File: src/rtl/seg7_pkg.sv
// -----------------------------------------------------------------------------
// seg7_pkg
// Shared constants and types for the seven-segment scroll controller.
//   - SEG_A..SEG_G, SEG_DP : bit masks of one segment pattern (1 = lit)
//   - BLANK                : pattern with every segment dark
//   - DIGITS               : number of digits in the display window
//   - state_t              : controller FSM encoding (2 bits)
//   - shift_in()           : shifts one pattern into the right end of the window
// -----------------------------------------------------------------------------
`timescale 1ns/1ps
package seg7_pkg;

    localparam int DIGITS = 4;

    localparam logic [7:0] SEG_A  = 8'h01;
    localparam logic [7:0] SEG_B  = 8'h02;
    localparam logic [7:0] SEG_C  = 8'h04;
    localparam logic [7:0] SEG_D  = 8'h08;
    localparam logic [7:0] SEG_E  = 8'h10;
    localparam logic [7:0] SEG_F  = 8'h20;
    localparam logic [7:0] SEG_G  = 8'h40;
    localparam logic [7:0] SEG_DP = 8'h80;
    localparam logic [7:0] BLANK  = 8'h00;

    typedef enum logic [1:0] {
        IDLE   = 2'd0,
        SCROLL = 2'd1,
        DRAIN  = 2'd2
    } state_t;

    // The window scrolls right-to-left: the old leftmost digit falls off and
    // the new pattern enters as the rightmost digit.
    function automatic logic [31:0] shift_in(input logic [31:0] win,
                                             input logic [7:0]  pat);
        return {win[23:0], pat};
    endfunction

endpackage

File: src/rtl/seg7_scroll_ctrl_if.sv
// -----------------------------------------------------------------------------
// seg7_scroll_ctrl_if
// CPU-side interface of the seven-segment scroll controller.
//   wr_en/wr_data/wr_ready : pattern write handshake
//   start/abort            : single-cycle command pulses
//   mode/hex_val           : display mode select and hex value
//   busy/done              : status
// Modports: master = CPU peripheral side, slave = controller side.
// -----------------------------------------------------------------------------
`timescale 1ns/1ps
interface seg7_scroll_ctrl_if;
    logic        wr_en;
    logic [7:0]  wr_data;
    logic        wr_ready;
    logic        start;
    logic        abort;
    logic        mode;
    logic [15:0] hex_val;
    logic        busy;
    logic        done;

    modport master (
        output wr_en, wr_data, start, abort, mode, hex_val,
        input  wr_ready, busy, done
    );

    modport slave (
        input  wr_en, wr_data, start, abort, mode, hex_val,
        output wr_ready, busy, done
    );
endinterface

File: src/rtl/seg7_pat_fifo.sv
// -----------------------------------------------------------------------------
// seg7_pat_fifo
// DEPTH x 8 segment-pattern buffer with read/write pointers and an occupancy
// count. The head of a message can be marked and later restored so that the
// same message can be replayed without being rewritten.
// Ports:
//   clk, reset      : clock, synchronous active-high reset
//   push, push_data : write one pattern (caller guarantees not full)
//   pop             : advance the read pointer (caller guarantees not empty)
//   flush           : empty the buffer, pointers and count to 0
//   mark            : remember the current read pointer as message head
//   restore         : rewind the read pointer to the head, count <= restore_cnt
//   rd_data         : pattern at the read pointer
//   count/full/empty: occupancy status
// -----------------------------------------------------------------------------
`timescale 1ns/1ps
module seg7_pat_fifo
    import seg7_pkg::*;
#(
    parameter  int DEPTH = 16,
    localparam int PW    = $clog2(DEPTH),
    localparam int CW    = PW + 1
) (
    input  logic          clk,
    input  logic          reset,
    input  logic          push,
    input  logic [7:0]    push_data,
    input  logic          pop,
    input  logic          flush,
    input  logic          mark,
    input  logic          restore,
    input  logic [CW-1:0] restore_cnt,
    output logic [7:0]    rd_data,
    output logic [CW-1:0] count,
    output logic          full,
    output logic          empty
);

    logic [7:0]    mem_q [DEPTH];
    logic [PW-1:0] wr_ptr_q, wr_ptr_d;
    logic [PW-1:0] rd_ptr_q, rd_ptr_d;
    logic [PW-1:0] head_q,   head_d;
    logic [CW-1:0] count_q,  count_d;

    always_comb begin
        wr_ptr_d = wr_ptr_q;
        rd_ptr_d = rd_ptr_q;
        head_d   = head_q;
        count_d  = count_q;
        if (flush) begin
            wr_ptr_d = '0;
            rd_ptr_d = '0;
            head_d   = '0;
            count_d  = '0;
        end else begin
            if (mark) begin
                head_d = rd_ptr_q;
            end
            if (restore) begin
                // Replay: storage was never overwritten, only the read side rewinds.
                rd_ptr_d = head_q;
                count_d  = restore_cnt;
            end else begin
                if (push) wr_ptr_d = wr_ptr_q + 1'b1;
                if (pop)  rd_ptr_d = rd_ptr_q + 1'b1;
                case ({push, pop})
                    2'b10:   count_d = count_q + 1'b1;
                    2'b01:   count_d = count_q - 1'b1;
                    default: count_d = count_q;
                endcase
            end
        end
    end

    always_ff @(posedge clk) begin
        if (reset) begin
            wr_ptr_q <= '0;
            rd_ptr_q <= '0;
            head_q   <= '0;
            count_q  <= '0;
        end else begin
            wr_ptr_q <= wr_ptr_d;
            rd_ptr_q <= rd_ptr_d;
            head_q   <= head_d;
            count_q  <= count_d;
        end
    end

    // Pattern storage carries no reset; only the pointers define validity.
    always_ff @(posedge clk) begin
        if (push) begin
            mem_q[wr_ptr_q] <= push_data;
        end
    end

    assign rd_data = mem_q[rd_ptr_q];
    assign count   = count_q;
    assign full    = (count_q == CW'(DEPTH));
    assign empty   = (count_q == '0);

endmodule

File: src/rtl/seg7_scroll_ctrl.sv
// -----------------------------------------------------------------------------
// seg7_scroll_ctrl
// Sequencer in front of the 4-digit seven-segment driver. Buffers a message of
// raw segment patterns and scrolls it right-to-left across the display, one
// digit every 2^STEP clocks, followed by DIGITS blanks. Hex mode is a straight
// registered pass-through of hex_val/mode to the driver.
// Parameters: DEPTH (buffer entries, power of 2, 4..64), STEP (log2 step period)
// Ports:
//   clk, reset  : clock, synchronous active-high reset
//   bus         : CPU-side interface (slave modport)
//   loop        : replay the message endlessly (only with SEG7_SCROLL_LOOP_EN)
//   di          : registered hex_val to the driver
//   pixels      : display window, [31:24] leftmost digit, [7:0] rightmost digit
//   direct      : registered mode to the driver
// Build option: define SEG7_SCROLL_LOOP_EN to add the loop input and message
// replay; without it every message scrolls out once and pulses done.
// -----------------------------------------------------------------------------
`timescale 1ns/1ps
module seg7_scroll_ctrl
    import seg7_pkg::*;
#(
    parameter int DEPTH = 16,
    parameter int STEP  = 22
) (
    input  logic                 clk,
    input  logic                 reset,
    seg7_scroll_ctrl_if.slave    bus,
`ifdef SEG7_SCROLL_LOOP_EN
    input  logic                 loop,
`endif
    output logic [15:0]          di,
    output logic [31:0]          pixels,
    output logic                 direct
);

    localparam int CW = $clog2(DEPTH) + 1;

    state_t          state_q, state_d;
    logic [STEP-1:0] presc_q, presc_d;
    logic [31:0]     window_q, window_d;
    logic [2:0]      drain_q, drain_d;
    logic            done_q, done_d;
    logic            busy_q, busy_d;
    logic [15:0]     di_q, di_d;
    logic            direct_q, direct_d;

    logic            tick;
    logic            loop_now;
    logic            fifo_push, fifo_pop, fifo_flush, fifo_mark, fifo_restore;
    logic [7:0]      fifo_rd_data;
    logic [CW-1:0]   fifo_count;
    logic [CW-1:0]   fifo_restore_cnt;
    logic            fifo_full, fifo_empty;

`ifdef SEG7_SCROLL_LOOP_EN
    logic [CW-1:0]   msg_len_q, msg_len_d;

    // Message length includes a pattern written in the same cycle as start,
    // since that pattern is part of the first pass as well.
    always_comb begin
        msg_len_d = msg_len_q;
        if (fifo_mark) begin
            msg_len_d = fifo_count + CW'(fifo_push);
        end
    end

    always_ff @(posedge clk) begin
        if (reset) msg_len_q <= '0;
        else       msg_len_q <= msg_len_d;
    end

    assign loop_now         = loop;
    assign fifo_restore_cnt = msg_len_q;
`else
    assign loop_now         = 1'b0;
    assign fifo_restore_cnt = '0;
`endif

    seg7_pat_fifo #(.DEPTH(DEPTH)) u_fifo (
        .clk         (clk),
        .reset       (reset),
        .push        (fifo_push),
        .push_data   (bus.wr_data),
        .pop         (fifo_pop),
        .flush       (fifo_flush),
        .mark        (fifo_mark),
        .restore     (fifo_restore),
        .restore_cnt (fifo_restore_cnt),
        .rd_data     (fifo_rd_data),
        .count       (fifo_count),
        .full        (fifo_full),
        .empty       (fifo_empty)
    );

    assign tick         = &presc_q;
    assign bus.wr_ready = (state_q == IDLE) && !fifo_full && !reset;

    always_comb begin
        state_d      = state_q;
        presc_d      = (state_q == IDLE) ? '0 : presc_q + 1'b1;
        window_d     = window_q;
        drain_d      = drain_q;
        done_d       = 1'b0;
        di_d         = bus.hex_val;
        direct_d     = bus.mode;
        fifo_pop     = 1'b0;
        fifo_flush   = 1'b0;
        fifo_mark    = 1'b0;
        fifo_restore = 1'b0;
        // abort wins over a simultaneous write: the flushed buffer stays empty.
        fifo_push    = bus.wr_en && bus.wr_ready && !bus.abort;

        unique case (state_q)
            IDLE: begin
                if (bus.abort) begin
                    fifo_flush = 1'b1;
                    window_d   = {DIGITS{BLANK}};
                end else if (bus.start && !fifo_empty) begin
                    state_d   = SCROLL;
                    presc_d   = '0;
                    fifo_mark = 1'b1;
                end
            end
            SCROLL: begin
                if (bus.abort) begin
                    state_d    = IDLE;
                    fifo_flush = 1'b1;
                    window_d   = {DIGITS{BLANK}};
                end else if (tick) begin
                    window_d = shift_in(window_q, fifo_rd_data);
                    fifo_pop = 1'b1;
                    if (fifo_count == CW'(1)) begin
                        state_d = DRAIN;
                        drain_d = 3'(DIGITS);
                    end
                end
            end
            DRAIN: begin
                if (bus.abort) begin
                    state_d    = IDLE;
                    fifo_flush = 1'b1;
                    window_d   = {DIGITS{BLANK}};
                end else if (tick) begin
                    window_d = shift_in(window_q, BLANK);
                    drain_d  = drain_q - 1'b1;
                    if (drain_q == 3'd1) begin
                        if (loop_now) begin
                            fifo_restore = 1'b1;
                            state_d      = SCROLL;
                            presc_d      = '0;
                        end else begin
                            state_d = IDLE;
                            done_d  = 1'b1;
                        end
                    end
                end
            end
            default: begin
                state_d = IDLE;
            end
        endcase

        // busy is registered from the next state so it falls on the same edge
        // that raises done.
        busy_d = (state_d != IDLE);
    end

    always_ff @(posedge clk) begin
        if (reset) begin
            state_q  <= IDLE;
            presc_q  <= '0;
            window_q <= '0;
            drain_q  <= '0;
            done_q   <= 1'b0;
            busy_q   <= 1'b0;
            di_q     <= '0;
            direct_q <= 1'b0;
        end else begin
            state_q  <= state_d;
            presc_q  <= presc_d;
            window_q <= window_d;
            drain_q  <= drain_d;
            done_q   <= done_d;
            busy_q   <= busy_d;
            di_q     <= di_d;
            direct_q <= direct_d;
        end
    end

    assign bus.busy = busy_q;
    assign bus.done = done_q;
    assign di       = di_q;
    assign pixels   = window_q;
    assign direct   = direct_q;

endmodule

File: src/flat_wrapper.sv
// flat-port wrapper written by rule: the top's interface ports become plain ports
module seg7_scroll_ctrl_flat import seg7_pkg::*;
#(
    parameter int DEPTH = 16,
    parameter int STEP  = 22
)
  (clk, reset, di, pixels, direct, bus_wr_en, bus_wr_data, bus_start, bus_abort, bus_mode, bus_hex_val, bus_wr_ready, bus_busy, bus_done);
  seg7_scroll_ctrl_if bus_i ();
  input  logic clk;
  input  logic reset;
  output logic [15:0] di;
  output logic [31:0] pixels;
  output logic direct;
  input wire logic [$bits(bus_i.wr_en)-1:0] bus_wr_en;
  input wire logic [$bits(bus_i.wr_data)-1:0] bus_wr_data;
  input wire logic [$bits(bus_i.start)-1:0] bus_start;
  input wire logic [$bits(bus_i.abort)-1:0] bus_abort;
  input wire logic [$bits(bus_i.mode)-1:0] bus_mode;
  input wire logic [$bits(bus_i.hex_val)-1:0] bus_hex_val;
  output wire logic [$bits(bus_i.wr_ready)-1:0] bus_wr_ready;
  output wire logic [$bits(bus_i.busy)-1:0] bus_busy;
  output wire logic [$bits(bus_i.done)-1:0] bus_done;
  assign bus_i.wr_en = bus_wr_en;
  assign bus_i.wr_data = bus_wr_data;
  assign bus_i.start = bus_start;
  assign bus_i.abort = bus_abort;
  assign bus_i.mode = bus_mode;
  assign bus_i.hex_val = bus_hex_val;
  assign bus_wr_ready = bus_i.wr_ready;
  assign bus_busy = bus_i.busy;
  assign bus_done = bus_i.done;
  seg7_scroll_ctrl #(.DEPTH(DEPTH), .STEP(STEP)) u_core (.clk(clk), .reset(reset), .bus(bus_i), .di(di), .pixels(pixels), .direct(direct));
endmodule
File: config.mk
export PLATFORM = sky130hd
export DESIGN_NAME = seg7_scroll_ctrl_flat
export DESIGN_NICKNAME = d
export VERILOG_FILES = /design/src/rtl/seg7_pkg.sv /design/src/rtl/seg7_scroll_ctrl_if.sv /design/src/rtl/seg7_pat_fifo.sv /design/src/rtl/seg7_scroll_ctrl.sv /design/src/flat_wrapper.sv
export SDC_FILE = /design/constraint.sdc
export NUM_CORES = 1
export LEC_CHECK = 0
export BUFFER_PORTS_ARGS = -buffer_cell sky130_fd_sc_hd__buf_2
export CELL_PAD_IN_SITES_DETAIL_PLACEMENT = 0
export CELL_PAD_IN_SITES_GLOBAL_PLACEMENT = 1
export CORE_ASPECT_RATIO = 2
export CORE_UTILIZATION = 45
export CTS_CLUSTER_DIAMETER = 150
export DETAILED_ROUTE_END_ITERATION = 8
export PLACE_DENSITY_LB_ADDON = 0.1
export SLEW_MARGIN = 15
export SYNTH_ARGS = -nofsm -noshare
export SYNTH_HDL_FRONTEND = slang
export SYNTH_SLANG_ARGS = --single-unit
export TNS_END_PERCENT = 20
File: constraint.sdc
create_clock -name clk -period 4.8 [get_ports clk]
set_input_delay 0.72 -clock clk [delete_from_list [all_inputs] [get_ports clk]]
set_output_delay 0.72 -clock clk [all_outputs]
set_load 0.02 [all_outputs]
# == Yosys cells after proc, flatten, opt, wreduce, memory -nomap -nowiden ==
# Memory sizes are Yosys's and may differ from the RTL's. A register that Yosys moved wholly into a read port is not among the register bits.
# Cells that the tools add are included.
# totals
register_bits,91
ram_bits,128
in_bits,30
output_inout_bits,52
n_memories,1
# memory_table
name,words,word_bits,rd,rd_clocked_by_memory_dff,wr,line_no,source
u_core.u_fifo.mem_q,16,8,1,1,1,seg7_pat_fifo.sv:39,logic [7:0] mem_q [DEPTH];
# op_classes
n_addsub,6
n_eq_ne,15
mux,36
bitwise,2
reduce_logical,21
# ops
cell,count
2-to-1 mux 32 bit,5
one-hot mux 32 bit (3 select lines),1
2-to-1 mux 22 bit,4
adder 22 x 1 -> 22 bit (second input constant),1
AND reduction 22 bit,1
2-to-1 mux 2 bit,8
2-to-1 mux 3 bit,5
one-hot mux 5 bit (2 select lines),1
adder 4 x 1 -> 4 bit (second input constant),2
2-to-1 mux 1 bit,8
2-to-1 mux 4 bit,2
inequality test 2 x 1 -> 1 bit (second input constant),3
inequality test 2 bit (second input constant),3
inequality test 3 x 2 -> 1 bit (second input constant),2
one-hot mux 2 bit (3 select lines),1
one-hot mux 3 bit (2 select lines),1
AND reduction 6 bit,1
nonzero test 2 bit,3
adder 5 x 1 -> 5 bit (second input constant),1
equality test 5 x 1 -> 1 bit (second input constant),1
equality test 5 bit (second input constant),1
logical AND 1 bit,5
logical NOT 5 bit,1
subtractor 5 x 1 -> 5 bit (second input constant),1
12 further kinds,18

# == Depth between registers and ports, before layout ==
# Gate-level depths: netlist (run 1).
# logic_depth
word_depth,8
mapped_depth,13
ltp_nobuf,11

# == By module ==
# From an unflattened synthesis (run 1), not the netlist that was laid out.
# unflattened
hier_cells,695
area_unflattened_um2,9451.6
# modules_own_cells
mod,n_inst,cells_each,area_per_inst_um2,seq_area_each_um2
seg7_pat_fifo,1,323,5997.0,4264.1
seg7_scroll_ctrl,1,372,3454.6,1561.5

# == Worst setup path before layout (run 1) ==
# No wires, ideal clock.
# synth_timing
path_type,in2reg
startpoint,input port reset
endpoint,"memory u_core.u_fifo.mem_q[0][0], enable pin"
setup_ns,0.395
arrival_ns,2.963
required_time_ns,4.405
setup_slack_ns,1.442
cell_stages,4
n_path_buf,0
cell_sequence,nand2b_1 -> a2111oi_1 -> inv_1 -> nor4_1
# synth_via
elab_chain_len,6
# synth_rtl
element,line_no,source
from (decl),flat_wrapper.sv:10,input logic reset;
logical NOT 1 bit,seg7_scroll_ctrl.sv:96,assign bus.wr_ready = (state_q == IDLE) && !fifo_full && !reset;
logical AND 1 bit,seg7_scroll_ctrl.sv:96,
logical AND 1 bit (2 in a row),seg7_scroll_ctrl.sv:111,fifo_push = bus.wr_en && bus.wr_ready && !bus.abort;
2-to-1 mux 1 bit,seg7_pat_fifo.sv:91,if (push) begin
2-to-1 mux 1 bit (not written as such),seg7_pat_fifo.sv:92,mem_q[wr_ptr_q] <= push_data;
to (decl),seg7_pat_fifo.sv:39,
# Every way passes these cells.

# == Worst setup path after layout (run 1) ==
# layout_timing
startpoint,register u_core.presc_q[0]
endpoint,register u_core.u_fifo.count_q[3] (netlist: u_core.u_fifo.count[3])
# layout_via
elab_chain_len,6
word_cells_on_any_way,8
# layout_rtl
element,line_no,source
from (decl),seg7_scroll_ctrl.sv:39,"logic [STEP-1:0] presc_q, presc_d;"
from (signal assigned),seg7_scroll_ctrl.sv:180,presc_q <= presc_d;
AND reduction 22 bit (*),seg7_scroll_ctrl.sv:95,assign tick = &presc_q;
2-to-1 mux 1 bit (*),seg7_scroll_ctrl.sv:129,end else if (tick) begin
2-to-1 mux 1 bit (*),seg7_scroll_ctrl.sv:125,if (bus.abort) begin
2-to-1 mux 1 bit (*),seg7_scroll_ctrl.sv:113,unique case (state_q)
named net u_core.fifo_pop,seg7_scroll_ctrl.sv:49,"logic fifo_push, fifo_pop, fifo_flush, fifo_mark, fifo_restore;"
equality test 2 x 1 -> 1 bit or equality test 2 bit (tied branches),seg7_pat_fifo.sv:66,"case ({push, pop})"
one-hot mux 5 bit (2 select lines) or nonzero test 2 bit (tied branches),n/a,
to (signal assigned),seg7_pat_fifo.sv:85,count_q <= count_d;
to (decl),seg7_pat_fifo.sv:43,"logic [CW-1:0] count_q, count_d;"
# Mark *: on every way through the listed nets, which the timed path passes. The rest lies on a longest branch.
# A chain may end at the register's enable or synchronous reset.

==> insert_results.sql, run 1 <==
INSERT INTO impl_metrics (metric_group, metric, value, unit) VALUES
('clock_network', 'insertion_delay', '0.51', 'ns'),
('global_route', 'grt_start_max_net_pins', '59', ''),
('logic_synthesis', 'area_share_of_the_largest_cell_type_after_synthesis', '42.83', '%'),
('layout', 'layout.cells.most_common_list', 'edfxtp_1 (128), dfxtp_1 (93), buf_2 (81), nor2_1 (44), mux4_2 (32)', ''),
('placed_design', 'dpl.hpwl', '13040', 'um'),
('floorplan', 'num_rows', '72', ''),
('clock_network', 'path_clk_slew', '0.06', 'ns'),
('worst_setup_path', 'cpMostUsedCell', 'nor2_1', ''),
('sta', 'worst_pin_slew', '1.036', 'ns'),
('clock_network', 'post_cts_resized', '0', ''),
('sta', 'post_route_fraction_of_the_period_consumed_by_the_critical_path', '69.18', '%'),
('routing', 'drt_iter0_drc', '172', ''),
('clock_network', 'post_cts.repair.setup_buffers', '0', ''),
('layout', 'final_nets', '763', ''),
('sta', 'setup_viol', '0', ''),
('sta', 'report.final.hold_viol_count', '0', ''),
('placed_design', 'numPortBuffers', '81', ''),
('worst_setup_path', 'cp_slowest_cell', 'or4_1', ''),
('layout', 'layout-area-overhead-vs-synth', '14.26', '%'),
('layout', 'layout.cell_area.non_filler', '0.01025', 'mm^2'),
('global_route', 'global_route_wire_length_before_repair', '29180', 'um'),
('worst_setup_path', 'arrival_time_at_the_worst_endpoint', '3.69', 'ns'),
('sta', 'fmax', '0.3012', 'GHz'),
('logic_synthesis', 'syn_area_per_cell', '14.13', 'um^2'),
('global_route', 'overflow', '0', ''),
('global_route', 'vias_in_the_first_global_route', '5498', ''),
('routing', 'detail_route.wirelength', '18600', 'um'),
('logic_synthesis', 'syn_inst', '635', ''),
('floorplan', 'die_width', '101.9', 'um'),
('layout', 'layout_commonest_cell', 'edfxtp_1', ''),
('layout', 'diodes', '0', ''),
('hold_path', 'holdCritPathClass', 'input pin to flip-flop', ''),
('pwr', 'worst_ir_drop_vdd', '0.3284', 'mV'),
('clock_network', 'cts_hold_buf', '0', ''),
('logic_synthesis', 'yosysSeqAreaShare', '64.02', '%'),
('worst_setup_path', 'timing.critical_path.to', 'u_core.u_fifo.count[3]$_SDFFE_PP0P_', ''),
('clock_network', 'ctsHtreeMaxLevel', '1', ''),
('floorplan', 'die_area', '0.02055', 'mm^2'),
('sta', 'setup-tns-final', '0', 'ns'),
('placed_design', 'placedInstanceArea', '0.009647', 'mm^2'),
('logic_synthesis', 'synth_enable_flop_cells', '128', ''),
('routing', 'route.detailed.drc', '0', ''),
('floorplan', 'ioPinCount', '82', ''),
('clock_network', 'clock_tree.root_cell', 'clkbuf_16', ''),
('sta', 'max-slew-margin-rel', '30.30', '%'),
('routing', 'average_detailed_routed_wire_length_per_instance', '18.81', 'um'),
('routing', 'drt_pass1_iterations', '4', ''),
('floorplan', 'floorplan.initialDensity', '46.12', '%'),
('global_route', 'grt_util_all_layers', '18.80', '%'),
('worst_setup_path', 'timing.critical_path.required', '5.17', 'ns'),
('sta', 'total_count_of_max_transition_violations_in_the_final_report', '0', ''),
('pwr', 'total_power', '3.616', 'mW'),
('routing', 'detailroute.via_count', '5204', ''),
('logic_synthesis', 'synth-async-reset-ratio', '0', '%'),
('worst_setup_path', 'cpPeakStageDelay', '0.68', 'ns'),
('worst_setup_path', 'crit-reg2reg-launch', 'u_core.presc_q[0]$_SDFF_PP0_', ''),
('global_route', 'grt_antenna_before_repair', '0', ''),
('sta', 'final.min_clock_period', '3.321', 'ns'),
('worst_setup_path', 'setup.reg_to_reg.worst_slack', '1.48', 'ns'),
('logic_synthesis', 'synthDominantAreaCellType', 'edfxtp_1', ''),
('run_status', 'status', 'complete, no violations', ''),
('worst_setup_path', 'crit_chain', 'ha_1 -> nand3_1 -> or4_1 -> or3_1 -> nor2_1 -> ha_1 -> nor4b_1 -> a31oi_1 -> nor2_1 -> xnor2_1 -> nor2_1', ''),
('pwr', 'leakagePower', '3.417', 'nW'),
('layout', 'drive_above_1_share', '25.89', '%'),
('clock_network', 'cts_num_sinks', '223', ''),
('pwr', 'power_density', '352.6', 'mW/mm^2'),
('logic_synthesis', 'synth_warnings', '0', ''),
('worst_setup_path', 'worst_path_fanout_max', '9', ''),
('floorplan', 'placeableCoreArea', '0.01946', 'mm^2'),
('clock_network', 'clock_tree.buffer_depth', '3', ''),
('logic_synthesis', 'dominantRegCellSynth', 'edfxtp_1', '');
==> state kept, by name, indices dropped and copies added (netlist names), named ones only <==
| register | flops |
|---|---|
| u_core.u_fifo.rd_ptr_q | 4 |
| u_core.pixels | 32 |
| u_core.u_fifo.count | 5 |
| u_core.state_q | 2 |
| u_core.di | 16 |
| u_core.u_fifo.wr_ptr_q | 4 |
| u_core.drain_q | 3 |
| u_core.direct | 1 |
| u_core.bus.done | 1 |
| u_core.bus.busy | 1 |
| u_core.u_fifo.mem_q | 128 |
| u_core.presc_q | 22 |
==> worst max-delay path, delay by kind of cell (launching register included) <==
kind	cells	cell delay, ns
AND/OR/NAND/NOR	7	2.12
adder cells (fa/ha/maj)	2	0.49
XOR/XNOR	1	0.13
flip-flops	1	0.39
AO/OA/AOI/OAI	1	0.07
==> report_power, final <==
| group | internal [mW] | switching [mW] |
|---|---|---|
| clock | 0.805 | 0.685 |
| combinational | 0.0314 | 0.0624 |
| sequential | 2.03 | 0.00322 |
| total | 2.86 | 0.751 |
==> metal layers <==
layer	GRT usage [%]	vias up	wire, um
met5	0	-	0
met4	6.276	0	452
met3	2.292	29	628
met2	37.50	106	10850
met1	19.24	2569	6673
li1	-	2500	-
==> stage by stage <==
stage / instances / hold slack, ns / util, % / setup slack [ns]
2_1_floorplan: 635 / 0.4379 / - / 1.442
3_3_place_gp: 952 / 0.4493 / 49.58 / 1.570
3_5_place_dp: 952 / 0.4729 / 49.58 / 1.481
4_1_cts: 989 / 0.4037 / 52.70 / 1.468
5_1_grt: 989 / 0.4134 / 52.70 / 1.178
6_report: 989 / 0.4247 / 52.70 / 1.479
==> final cells by class <==
type                    count  area (um^2)
inverters                  27        101.3
well taps                 259        324.1
flip-flops and latches    223         5748
fillers                  1690         9204
multi-input cells         350         2978
clock buffers              24        536.8
clock inverters            13        71.32
repair buffers             93        495.5
==> cells by family (layout without fill, tap and decap cells) <==
logic type | count (synthesis) | count (layout) | synth area share [%]
adder cells (fa/ha/maj) | 17 | 17 | 2.370
AND/OR/NAND/NOR | 181 | 181 | 10.94
AO/OA/AOI/OAI | 74 | 74 | 6.831
flip-flops | 223 | 223 | 64.02
buffers and inverters | 62 | 157 | 2.914
XOR/XNOR | 24 | 24 | 2.342
multiplexers | 54 | 54 | 10.58
==> cell usage after synthesis, types with 13 or more instances <==
| master | number |
|---|---|
| dfxtp_1 | 95 |
| mux2i_1 | 15 |
| nor2_1 | 44 |
| o21ai_0 | 17 |
| nor2b_1 | 20 |
| ha_1 | 17 |
| nand2_1 | 23 |
| a21oi_1 | 13 |
| xor2_1 | 13 |
| nand2b_1 | 31 |
| clkbuf_1 | 20 |
| edfxtp_1 | 128 |
| inv_1 | 27 |
| o22ai_2 | 14 |
| mux4_2 | 32 |
==> worst min-delay path by stage <==
stage	end	slack (ns)	cells after the start
4_1_cts	u_core.di[0]$_SDFF_PP0_	0.40	2
5_1_grt	u_core.di[2]$_SDFF_PP0_	0.41	2
6_report	u_core.di[0]$_SDFF_PP0_	0.42	2
3_3_place_gp	u_core.presc_q[0]$_SDFF_PP0_	0.45	1
3_5_place_dp	u_core.presc_q[0]$_SDFF_PP0_	0.47	1
2_1_floorplan	u_core.presc_q[0]$_SDFF_PP0_	0.44	1
Power figures use the tool's default switching activity.
==> inputs of run 2 (changes only) <==
--- a/config.mk
+++ b/config.mk
@@ -9,7 +9,7 @@
 export CELL_PAD_IN_SITES_DETAIL_PLACEMENT = 0
 export CELL_PAD_IN_SITES_GLOBAL_PLACEMENT = 1
 export CORE_ASPECT_RATIO = 2
-export CORE_UTILIZATION = 45
+export CORE_UTILIZATION = 44
 export CTS_CLUSTER_DIAMETER = 150
 export DETAILED_ROUTE_END_ITERATION = 8
 export PLACE_DENSITY_LB_ADDON = 0.1
==> constraint.sdc (replaced) <==
create_clock -name clk -period 2.8 [get_ports clk]
set_input_delay 0.42 -clock clk [delete_from_list [all_inputs] [get_ports clk]]
set_output_delay 0.42 -clock clk [all_outputs]
set_load 0.02 [all_outputs]
==> run 2 against run 1 <==
Compared with the run above:
- non-clock buffer count increased by 28
- global-route usage decreased by 0.88 points
- via count increased by 1.9%
- highest routed layer unchanged
- critical path type unchanged
- cell count increased by 3.0%
- critical path depth unchanged
- sequential cell count unchanged
- first-iteration DRC count decreased by 12%
- clock power increased by 87%
==> insert_results.sql, run 2 (synthesized netlist as in run 1, its figures left out) <==
INSERT INTO impl_metrics (metric_group, metric, value, unit) VALUES
('global_route', 'global_route_wire_length_before_repair', '28270', 'um'),
('clock_network', 'path_clk_slew', '0.06', 'ns'),
('sta', 'final.min_clock_period', '2.635', 'ns'),
('worst_setup_path', 'cpPeakStageDelay', '0.50', 'ns'),
('worst_setup_path', 'cpMostUsedCell', 'nor2_1', ''),
('worst_setup_path', 'crit_path_start_kind', 'flip-flop', ''),
('clock_network', 'cts_num_sinks', '223', ''),
('layout', 'final_core_util', '53.24', '%'),
('sta', 'report.final.hold_viol_count', '0', ''),
('placed_design', 'dp_worst_setup_slack', '0.05153', 'ns'),
('global_route', 'grt_start_max_net_pins', '58', ''),
('routing', 'viasPerCell', '5.204', ''),
('routing', 'detail_route.wirelength', '18300', 'um'),
('worst_setup_path', 'path_class', 'flip-flop to flip-flop', ''),
('floorplan', 'die_height', '204.0', 'um'),
('global_route', 'grt_antenna_before_repair', '0', ''),
('clock_network', 'tritoncts.num_buffers', '20', ''),
('global_route', 'grt_util_all_layers', '17.92', '%'),
('clock_network', 'ctsHtreeMaxLevel', '1', ''),
('pwr', 'clock_group_share_of_total_power', '43.4', '%'),
('sta', 'worst_pin_slew', '0.6175', 'ns'),
('sta', 'max-slew-margin-rel', '58.78', '%'),
('clock_network', 'cts_hold_buf', '0', ''),
('routing', 'drt_pass1_iterations', '4', ''),
('run_status', 'status', 'complete, no violations', ''),
('worst_setup_path', 'arrival_time_at_the_worst_endpoint', '3.00', 'ns'),
('pwr', 'power_frac_seq', '54.1', '%'),
('sta', 'final.setup.worst_slack', '0.1648', 'ns'),
('routing', 'final_antenna_net_count', '0', ''),
('floorplan', 'die_width', '103.0', 'um'),
('floorplan', 'placeableCoreArea', '0.01991', 'mm^2'),
('clock_network', 'tritoncts', 'yes', ''),
('layout', 'layout.cell_area.non_filler', '0.01060', 'mm^2'),
('layout', 'number_of_inserted_filler_cells_in_the_final_layout', '1746', ''),
('worst_setup_path', 'cp_slowest_cell', 'or4_4', ''),
('worst_setup_path', 'worst_path_fanout_max', '5', ''),
('layout', 'layout.cells.most_common_list', 'edfxtp_1 (128), dfxtp_1 (94), buf_2 (81), nor2_1 (43), buf_4 (38)', ''),
('hold_path', 'holdCritPathClass', 'input pin to flip-flop', ''),
('sta', 'fmax', '0.3795', 'GHz'),
('routing', 'route.detailed.drc', '0', ''),
('routing', 'drt_iter0_drc', '152', ''),
('global_route', 'vias_in_the_first_global_route', '5508', ''),
('hold_path', 'min_from', 'bus_hex_val[7]', ''),
('worst_setup_path', 'end_kind', 'flip-flop', ''),
('pwr', 'combPwrFrac', '2.5', '%'),
('global_route', 'overflow', '0', ''),
('placed_design', 'numPortBuffers', '81', ''),
('pwr', 'worst_ir_drop_vdd', '0.5245', 'mV'),
('pwr', 'power_density', '607.5', 'mW/mm^2'),
('pwr', 'p_int', '5.164', 'mW'),
('pwr', 'leakagePower', '3.607', 'nW'),
('sta', 'worst_hold_slack_across_all_endpoints', '0.1188', 'ns'),
('floorplan', 'die_area', '0.02101', 'mm^2'),
('layout', 'diodes', '0', ''),
('clock_network', 'clock_tree.buffer_depth', '3', ''),
('layout', 'flip_flop_count_of_the_largest_register_all_copies_and_words_added', '128', ''),
('sta', 'total_count_of_max_transition_violations_in_the_final_report', '0', ''),
('run', 'cap_viol_max_count', '0', ''),
('floorplan', 'num_rows', '73', ''),
('sta', 'setup_viol', '0', ''),
('clock_network', 'clock_tree.root_cell', 'clkbuf_16', ''),
('placed_design', 'dpl.hpwl', '12980', 'um'),
('routing', 'average_detailed_routed_wire_length_per_instance', '17.95', 'um'),
('sta', 'layout_skew', '0.02520', 'ns'),
('layout', 'regMostFlops', 'u_core.u_fifo.mem_q', ''),
('worst_setup_path', 'timing.critical_path.required', '3.17', 'ns'),
('worst_setup_path', 'crit-reg2reg-launch', 'u_core.presc_q[0]$_SDFF_PP0_', ''),
('layout', 'layout-area-overhead-vs-synth', '18.11', '%'),
('placed_design', 'placedInstanceArea', '0.009902', 'mm^2'),
('worst_setup_path', 'crit_chain', 'ha_1 -> nand3_1 -> or4_4 -> or3_4 -> nor2_2 -> ha_2 -> nor4b_2 -> a31oi_1 -> nor2_1 -> xnor2_1 -> nor2_1', ''),
('layout', 'layout_commonest_cell', 'edfxtp_1', ''),
('routing', 'detailroute.via_count', '5303', ''),
('layout', 'final_nets', '790', ''),
('placed_design', 'globalplace.congestion', '0.7575', ''),
('worst_setup_path', 'startpoint', 'u_core.presc_q[0]$_SDFF_PP0_', ''),
('layout', 'drive_above_1_share', '29.85', '%'),
('sta', 'post_route_fraction_of_the_period_consumed_by_the_critical_path', '94.11', '%'),
('floorplan', 'ioPinCount', '82', ''),
('floorplan', 'floorplan.initialDensity', '45.07', '%'),
('pwr', 'total_power', '6.439', 'mW'),
('pwr', 'power_spent_charging_and_discharging_nets', '1.276', 'mW'),
('pwr', 'power.share.switching', '19.81', '%'),
('clock_network', 'insertion_delay', '0.51', 'ns');
-- run 2: area by class of cell --
| class | instances | area [um^2] | area share (%) |
|---|---|---|---|
| multi-input combinational | 350 | 3023 | 28.52 |
| inverter | 27 | 101.3 | 0.9561 |
| tap | 262 | 327.8 | 3.093 |
| sequential | 223 | 5747 | 54.21 |
| clock buffer | 26 | 533.0 | 5.028 |
| clock inverter | 10 | 137.6 | 1.298 |
| timing repair buffer | 121 | 730.7 | 6.893 |
-- run 2: path summary, 6_finish.rpt --
path	slack, ns	cells after the start	to
hold / removal	0.12	2	u_core.di[7]$_SDFF_PP0_
setup / recovery	0.16	11	u_core.u_fifo.count[3]$_SDFFE_PP0P_
hold reg to reg	0.48	2	u_core.pixels[24]$_SDFFE_PP0P_
setup reg to reg	0.16	11	u_core.u_fifo.count[3]$_SDFFE_PP0P_
-- run 2: worst max-delay path, delay by kind of cell (launching register included) --
family                     cells  cell delay (ns)
AOI/OAI and AO/OA              1             0.06
xor gates and xnor gates       1             0.13
adders and majority gates      2             0.43
DFF                            1             0.33
and+or+nand+nor                7             1.56
-- run 2: power groups by stage --
stage / clock network (mW) / registers, mW / logic [mW]
2_1_floorplan: 0 / 3.57 / 0.0672
3_3_place_gp: 0 / 3.55 / 0.162
3_5_place_dp: 0 / 3.55 / 0.166
4_1_cts: 2.88 / 3.48 / 0.167
5_1_grt: 2.99 / 3.48 / 0.180
6_report: 2.79 / 3.48 / 0.164
-- run 2: stage by stage --
step | cells | setup TNS [ns]
after detailed placement | 982 | 0
after floorplan | 635 | -0.2782
after global routing | 1019 | -0.004111
after global placement | 982 | 0
after CTS | 1018 | 0
final | 1019 | 0
-- run 2: repair_timing --
item,CTS,global route
resized for setup,0,5
endpoints found under the setup margin,0,28
buffers inserted,0,1
-- run 2: routing by layer --
layer | GRT usage (%) | routed length, um | part of all wire [%]
met1 | 18.09 | 6569 | 36
met2 | 35.50 | 10600 | 58
met3 | 2.291 | 581 | 3.2
met4 | 6.942 | 549 | 3.0
met5 | 0 | 0 | 0
